$ cat src/rtl/piso_serializer_if.sv
// Handshake and serial-output bundle for piso_serializer.
// The master side supplies parallel words; the slave side is the serializer.
interface piso_serializer_if #(
    parameter int WIDTH = 4
) ();
    logic [WIDTH-1:0] d;
    logic             load_valid;
    logic             load_ready;
    logic             sout;
    logic             sout_valid;
    logic             busy;
    logic             done;

    modport master (
        output d, load_valid,
        input  load_ready, sout, sout_valid, busy, done
    );

    modport slave (
        input  d, load_valid,
        output load_ready, sout, sout_valid, busy, done
    );
endinterface

$ cat src/rtl/piso_serializer.sv
// Parallel-in serial-out shifter with valid/ready load and a one-cycle done pulse.
// Define PISO_PARITY_EN to append an even-parity bit after the data bits.
module piso_serializer #(
    parameter int WIDTH     = 4,
    parameter int MSB_FIRST = 1
) (
    input  logic              clk,
    input  logic              rst,
    piso_serializer_if.slave  bus
);
    localparam int            CW       = $clog2(WIDTH + 1);
    localparam logic [CW-1:0] CNT_ZERO = {CW{1'b0}};
    localparam logic [CW-1:0] CNT_ONE  = CW'(1);
    localparam logic [CW-1:0] CNT_LAST = CW'(WIDTH);

`ifdef PISO_PARITY_EN
    typedef enum logic [1:0] {
        ST_IDLE   = 2'd0,
        ST_SHIFT  = 2'd1,
        ST_PARITY = 2'd2
    } state_t;
`else
    typedef enum logic [1:0] {
        ST_IDLE   = 2'd0,
        ST_SHIFT  = 2'd1
    } state_t;
`endif

    state_t           state_r, next_state_s;
    logic [WIDTH-1:0] word_r, word_next_s;
    logic [CW-1:0]    cnt_r, cnt_next_s;
    logic             sout_r, sout_next_s;
    logic             sout_valid_r, sout_valid_next_s;
    logic             done_r, done_next_s;

    // Frame-relative bit index mapped onto the word according to shift order.
    function automatic logic pick_bit(input logic [WIDTH-1:0] w, input int idx);
        int   sel;
        logic b;
        sel = (MSB_FIRST != 0) ? (WIDTH - 1 - idx) : idx;
        b   = 1'b0;
        for (int i = 0; i < WIDTH; i++) begin
            if (i == sel) begin
                b = w[i];
            end
        end
        return b;
    endfunction

`ifdef PISO_PARITY_EN
    function automatic logic even_parity(input logic [WIDTH-1:0] w);
        return ^w;
    endfunction
`endif

    // Next-state and next-output decode; registered outputs default to idle.
    always_comb begin
        next_state_s      = state_r;
        word_next_s       = word_r;
        cnt_next_s        = cnt_r;
        sout_next_s       = 1'b0;
        sout_valid_next_s = 1'b0;
        done_next_s       = 1'b0;
        case (state_r)
            ST_IDLE: begin
                if (bus.load_valid) begin
                    word_next_s       = bus.d;
                    sout_next_s       = pick_bit(bus.d, 0);
                    sout_valid_next_s = 1'b1;
                    cnt_next_s        = CNT_ONE;
                    next_state_s      = ST_SHIFT;
                end else begin
                    cnt_next_s        = CNT_ZERO;
                end
            end
            ST_SHIFT: begin
                if (cnt_r < CNT_LAST) begin
                    sout_next_s       = pick_bit(word_r, int'(cnt_r));
                    sout_valid_next_s = 1'b1;
                    cnt_next_s        = cnt_r + CNT_ONE;
                end else begin
`ifdef PISO_PARITY_EN
                    sout_next_s       = even_parity(word_r);
                    sout_valid_next_s = 1'b1;
                    next_state_s      = ST_PARITY;
`else
                    done_next_s       = 1'b1;
                    cnt_next_s        = CNT_ZERO;
                    next_state_s      = ST_IDLE;
`endif
                end
            end
`ifdef PISO_PARITY_EN
            ST_PARITY: begin
                done_next_s  = 1'b1;
                cnt_next_s   = CNT_ZERO;
                next_state_s = ST_IDLE;
            end
`endif
            default: begin
                cnt_next_s   = CNT_ZERO;
                next_state_s = ST_IDLE;
            end
        endcase
    end

    // State and output registers; reset aborts any frame in flight.
    always_ff @(posedge clk) begin
        if (rst) begin
            state_r      <= ST_IDLE;
            word_r       <= {WIDTH{1'b0}};
            cnt_r        <= CNT_ZERO;
            sout_r       <= 1'b0;
            sout_valid_r <= 1'b0;
            done_r       <= 1'b0;
        end else begin
            state_r      <= next_state_s;
            word_r       <= word_next_s;
            cnt_r        <= cnt_next_s;
            sout_r       <= sout_next_s;
            sout_valid_r <= sout_valid_next_s;
            done_r       <= done_next_s;
        end
    end

    assign bus.load_ready = (state_r == ST_IDLE);
    assign bus.busy       = (state_r != ST_IDLE);
    assign bus.sout       = sout_r;
    assign bus.sout_valid = sout_valid_r;
    assign bus.done       = done_r;
endmodule

$ cat src/flat_wrapper.sv
// flat-port wrapper written by rule: the top's interface ports become plain ports
module piso_serializer_flat 
#(
    parameter int WIDTH     = 4,
    parameter int MSB_FIRST = 1
)
  (clk, rst, bus_d, bus_load_valid, bus_load_ready, bus_sout, bus_sout_valid, bus_busy, bus_done);
  piso_serializer_if #(.WIDTH(WIDTH)) bus_i ();
  input  logic clk;
  input  logic rst;
  input wire logic [$bits(bus_i.d)-1:0] bus_d;
  input wire logic [$bits(bus_i.load_valid)-1:0] bus_load_valid;
  output wire logic [$bits(bus_i.load_ready)-1:0] bus_load_ready;
  output wire logic [$bits(bus_i.sout)-1:0] bus_sout;
  output wire logic [$bits(bus_i.sout_valid)-1:0] bus_sout_valid;
  output wire logic [$bits(bus_i.busy)-1:0] bus_busy;
  output wire logic [$bits(bus_i.done)-1:0] bus_done;
  assign bus_i.d = bus_d;
  assign bus_i.load_valid = bus_load_valid;
  assign bus_load_ready = bus_i.load_ready;
  assign bus_sout = bus_i.sout;
  assign bus_sout_valid = bus_i.sout_valid;
  assign bus_busy = bus_i.busy;
  assign bus_done = bus_i.done;
  piso_serializer #(.WIDTH(WIDTH), .MSB_FIRST(MSB_FIRST)) u_core (.clk(clk), .rst(rst), .bus(bus_i));
endmodule
$ cat config.mk
export PLATFORM = sky130hd
export DESIGN_NAME = piso_serializer_flat
export DESIGN_NICKNAME = d
export VERILOG_FILES = /design/src/rtl/piso_serializer_if.sv /design/src/rtl/piso_serializer.sv /design/src/flat_wrapper.sv
export SDC_FILE = /design/constraint.sdc
export NUM_CORES = 1
export LEC_CHECK = 0
export CAP_MARGIN = 40
export CORE_AREA = 2 2 39 41
export CTS_BUF_LIST = sky130_fd_sc_hd__clkbuf_4 sky130_fd_sc_hd__clkbuf_8 sky130_fd_sc_hd__clkbuf_16
export CTS_CLUSTER_DIAMETER = 80
export DETAILED_ROUTE_END_ITERATION = 10
export DIE_AREA = 0 0 41 43
export GPL_TIMING_DRIVEN = 0
export HOLD_SLACK_MARGIN = 0.06
export SYNTH_ARGS = -nofsm -noshare
export SYNTH_HDL_FRONTEND = slang
export SYNTH_SLANG_ARGS = --single-unit
$ cat constraint.sdc
create_clock -name clk -period 3 [get_ports clk]
set_input_delay 0.6 -clock clk [delete_from_list [all_inputs] [get_ports clk]]
set_output_delay 0.6 -clock clk [all_outputs]
set_load 0.02 [all_outputs]
### After elaboration in Yosys (flattened, before gate mapping)

Index checks and enable logic that the tools add are counted.

| cells by class | value |
|---|---|
| $add $sub $neg | 2 |
| $lt $le $gt $ge | 1 |
| equal/unequal tests | 6 |
| mux-type cells | 17 |
| bitwise gates (word level) | 1 |
| reductions and logical operators | 6 |

Operators with widths:

| cell | count |
|---|---|
| == test 3 x 32 -> 1 bit (first input constant) | 2 |
| == test 2 x 32 -> 1 bit (first input constant) | 1 |
| zero test 32 bit | 1 |
| 2-to-1 mux 1 bit | 10 |
| case mux 3 bit (2 select lines) | 1 |
| 2-to-1 mux 2 bit | 2 |
| inequality test 2 bit (second input constant) | 2 |
| case mux 1 bit (2 select lines) | 2 |
| case mux 2 bit (2 select lines) | 1 |
| AND reduction 2 bit | 2 |
| subtractor 2 x 3 -> 4 bit (first input constant) | 1 |
| adder 3 x 1 -> 3 bit (second input constant) | 1 |
| < comparator 3 bit (second input constant) | 1 |
| 2-to-1 mux 3 bit | 1 |
| == test 2 x 1 -> 1 bit (second input constant) | 1 |
| zero test 2 bit | 1 |
| nonzero test 2 bit | 1 |
| OR reduction 2 bit | 1 |
| inverter 1 bit | 1 |

| storage, ports and cells | value |
|---|---|
| register bits after elaboration | 12 |
| output and inout bits | 5 |
| logic and storage cells | 39 |

### Longest topological paths before layout

| depth | value |
|---|---|
| word-level depth | 8 |
| gate-level depth with buffers | 5 |
| mapped depth without buffers | 5 |

### Worst setup path after synthesis

Ideal clock, no wire load.

| timing path | value |
|---|---|
| kind | reg-to-reg |
| start point | reg u_core.cnt_r[0] |
| end point | reg u_core.sout_r, in the netlist u_core.bus.sout |
| data arrival time | 1.307 ns |
| required time | 2.926 ns |
| path slack | 1.618 ns |
| cell stages (with the launch flop) | 6 |
| buffers on the path | 0 |
| cell sequence | dfxtp_1 inv_1 ha_1 or3b_1 a211o_1 a31oi_1 |

| on the way | value |
|---|---|
| word-level cells in the longest chain between the ends | 8 |

Ends and longest elaborated chain:

| item | RTL line | text |
|---|---|---|
| start: declaration | piso_serializer.sv:31 | `logic [CW-1:0] cnt_r, cnt_next_s;` |
| start signal: assignment | piso_serializer.sv:119 | `cnt_r <= cnt_next_s;` |
| subtractor 2 x 3 -> 4 bit | piso_serializer.sv:40 | `sel = (MSB_FIRST != 0) ? (WIDTH - 1 - idx) : idx;` |
| zero test 32 bit | piso_serializer.sv:43 | `if (i == sel) begin` |
| 2-to-1 mux 1 bit (4 in a row) | piso_serializer.sv:43 |  |
| 2-to-1 mux 1 bit (*) | piso_serializer.sv:77 | `if (cnt_r < CNT_LAST) begin` |
| case mux 1 bit (2 select lines) (*) | piso_serializer.sv:64 | `case (state_r)` |
| end signal: assignment | piso_serializer.sv:120 | `sout_r <= sout_next_s;` |
| end: declaration | piso_serializer.sv:32 | `logic sout_r, sout_next_s;` |

Mark *: on every way between the ends. The rest lies on a longest branch, timed or not.
A chain may end at the register's enable or synchronous reset.

### Worst setup path in the final report

| timing path | value |
|---|---|
| start point | reg u_core.state_r[0] |
| end point | out bus_load_ready |

| on the way | value |
|---|---|
| word-level cells in the longest chain between the ends | 1 |

Ends and longest elaborated chain:

| item | RTL line | text |
|---|---|---|
| start: declaration | piso_serializer.sv:29 | `state_t state_r, next_state_s;` |
| start signal: assignment | piso_serializer.sv:117 | `state_r <= next_state_s;` |
| zero test 2 bit | piso_serializer.sv:126 | `assign bus.load_ready = (state_r == ST_IDLE);` |
| end: declaration | flat_wrapper.sv:13 | `output wire logic [$bits(bus_i.load_ready)-1:0] bus_load_ready;` |

Every way passes these cells.

==> summary.md <==
| Metric | Value |
|---|---|
| Tot GR Track Use | 0.126 |
| Post-route worst setup slack | 1.01 ns |
| 1st-iter DRT viols | 4 |
| Final worst path period share | 0.665 |
| Mean Syn Cell Area | 10.3 um^2 |
| Synth warnings | 0 |
| Slew Limit Headroom | 0.710 |
| Setup TNS | 0 ns |
| Detailed-route via count | 356 |
| Clk_skew | 0.00256 ns |
| Cell area after synthesis | 454 um^2 |
| Worst-margin pin slew | 0.435 ns |
| Max-Cap Viols | 0 |
| # DRC | 0 |
| RSZ-0062 raised after global routing | no |
| Vias in the first global route | 338 |
| Die Ht | 43 um |
| Most frequent cells in the layout | 11 x dfxtp_1, 10 x clkdlybuf4s50_1, 4 x nor2_1, 4 x ha_1, 4 x clkbuf_4 |
| I/O pin count | 12 |
| Number of port buffers | 10 |
| DIE WIDTH | 41 um |
| Antenna viol nets, final | 0 |
| Yosys cell types | 19 |
| First-pass GRT wire length | 1440 um |
| Reg2reg start | u_core.cnt_r[0] |
| Total grt overflow | 0 |
| Mapped Cells | 44 |
| Die area | 1760 um^2 |
| Final #Nets | 70 |
| Dpl ws | 1.04 ns |
| Gpl congestion | 0.707 |
| Max FO, Critical Path | 8 |
| Period minus WS final | 1.99 ns |
| CP startpoint | u_core.state_r[0] |
| Crit. End Element | output port |
| Wire per inst | 10.8 um |
| Clk root buf | clkbuf_4 |
| Final Hold Fails | 0 |
| Layout cell share with drive strength beyond 1 | 0.0690 |
| Core ar. | 1380 um^2 |
| Max clock buf depth | 2 |
| Hold-fix buffers, CTS | 0 |
| DR vias/cell | 4.81 |
| Syn_nets | 55 |
| CTS tree | done |
| Final antenna diode count | 0 |
| Layout area overhead | 33.1% |
| Initial antenna violation count | 0 |
| Final Routed Wirelength | 798 um |
| Largest net degree at the start of global routing | 11 |
| Outcome | complete, no violations |
| Row count | 14 |
| Post-Route Utilization | 0.437 |
| Seq/Total Area, Yosys | 0.485 |
| DP HPWL | 587 um |
| Setup Viol. Count Final | 0 |
| Max-slew violation count | 0 |
| CP arrival | 1.39 ns |
| Crit Path Class | register to output port |
| CTS clk-pin slew, worst paths | 0.06 ns |
| Post-CTS sizing | 0 |
| Fillers | 150 |
| Clk sinks | 11 |
| Commonest non-fill, non-tap cell in the layout | dfxtp_1 |
| Worst skew pair latency | 0.26 ns |
| WP data required | 2.40 ns |
| Drt pass-1 iters | 4 |
| FF+latch count, synth | 11 |
| Post-CTS Setup Bufs | 0 |
| Leakage power | 0.000232 uW |
| Pwr dens | 508 nW/um^2 |
| Cts bufs inserted | 3 |
| H-tree depth | 1 |
| Startpoint types | register |
| HP Class | register to register |
| Fmax achieved | 502 MHz |
| Hold wc startpoint | u_core.word_r[3] |
| VDD IR-drop max | 0.237 mV |
| Starting Density | 0.328 |
[metrics by stage]
step           cell area (um^2)  instances  hold WS [ns]  total power (uW)
6_report                    604         74         0.483               307
4_1_cts                     604         74         0.495               314
3_5_place_dp                574         70         0.486               203
5_1_grt                     604         74         0.512               328
3_3_place_gp                574         70         0.467               203
2_1_floorplan               454         44         0.451               185
[synthesized netlist by cell type]
master / number / area [um^2]
nor4b_1: 2 / 17.5
a21oi_1: 2 / 10.0
clkbuf_1: 2 / 7.51
nor2b_1: 2 / 12.5
inv_1: 3 / 11.3
a31oi_1: 1 / 6.26
nand3b_1: 1 / 7.51
dfxtp_1: 11 / 220
mux2i_1: 3 / 30.0
nand2_1: 1 / 3.75
ha_1: 4 / 50.1
o21a_1: 1 / 7.51
nor2_1: 4 / 15.0
nor3b_1: 1 / 7.51
or3b_1: 1 / 8.76
a211o_1: 1 / 8.76
nand4b_1: 1 / 8.76
a211oi_1: 2 / 15.0
nand2b_1: 1 / 6.26
[kinds of logic after synthesis]
logic type                 Yosys count  share of synthesized area
adders and majority gates            4                      0.110
and+or+nand+nor                     14                      0.193
muxes                                3                     0.0661
buffers and inverters                5                     0.0413
DFF                                 11                      0.485
AOI/OAI and AO/OA                    7                      0.105
[state kept, by name, indices dropped and copies added, names as in the netlist]
| register | flops |
|---|---|
| u_core.word_r | 4 |
| u_core.bus.sout_valid | 1 |
| u_core.bus.done | 1 |
| u_core.cnt_r | 3 |
| u_core.bus.sout | 1 |
| u_core.state_r | 1 |
[power breakdown]
part | switching (uW) | total [uW] | internal, uW | leakage [uW]
clock | 47.4 | 108 | 60.5 | 0.0000184
combinational | 18.6 | 40.4 | 21.8 | 0.000123
sequential | 5.30 | 159 | 153 | 0.0000904
total | 71.4 | 307 | 236 | 0.000232
[area by class of cell]
class / instances / area (um^2) / area share
Timing Repair Buffer: 10 / 100 / 0.166
Inverter: 3 / 11.3 / 0.0186
Clock buffer: 4 / 30.0 / 0.0497
Tap cell: 16 / 20.0 / 0.0331
Multi-Input combinational cell: 28 / 215 / 0.356
Buffer: 2 / 7.51 / 0.0124
Sequential cell: 11 / 220 / 0.364
[worst paths after layout]
kind	to	slack (ns)	cells past startpoint
min reg2reg	u_core.word_r[3]	0.48	2
min	u_core.word_r[3]	0.48	2
max reg2reg	u_core.bus.sout	1.50	5
max	bus_load_ready	1.01	2
[routing by layer]
metal,global-route usage,vias up,wire (um)
met5,0,-,0
met4,0.0600,0,10
met3,0.0785,2,53
met2,0.169,8,388
met1,0.152,166,344
li1,-,180,-
[worst max-delay path: stages (launching register included)]
cell             delay [ns]
dfxtp_1                0.45
inv_1                  0.13
clkdlybuf4s50_1        0.55
Power figures use the tool's default switching activity.
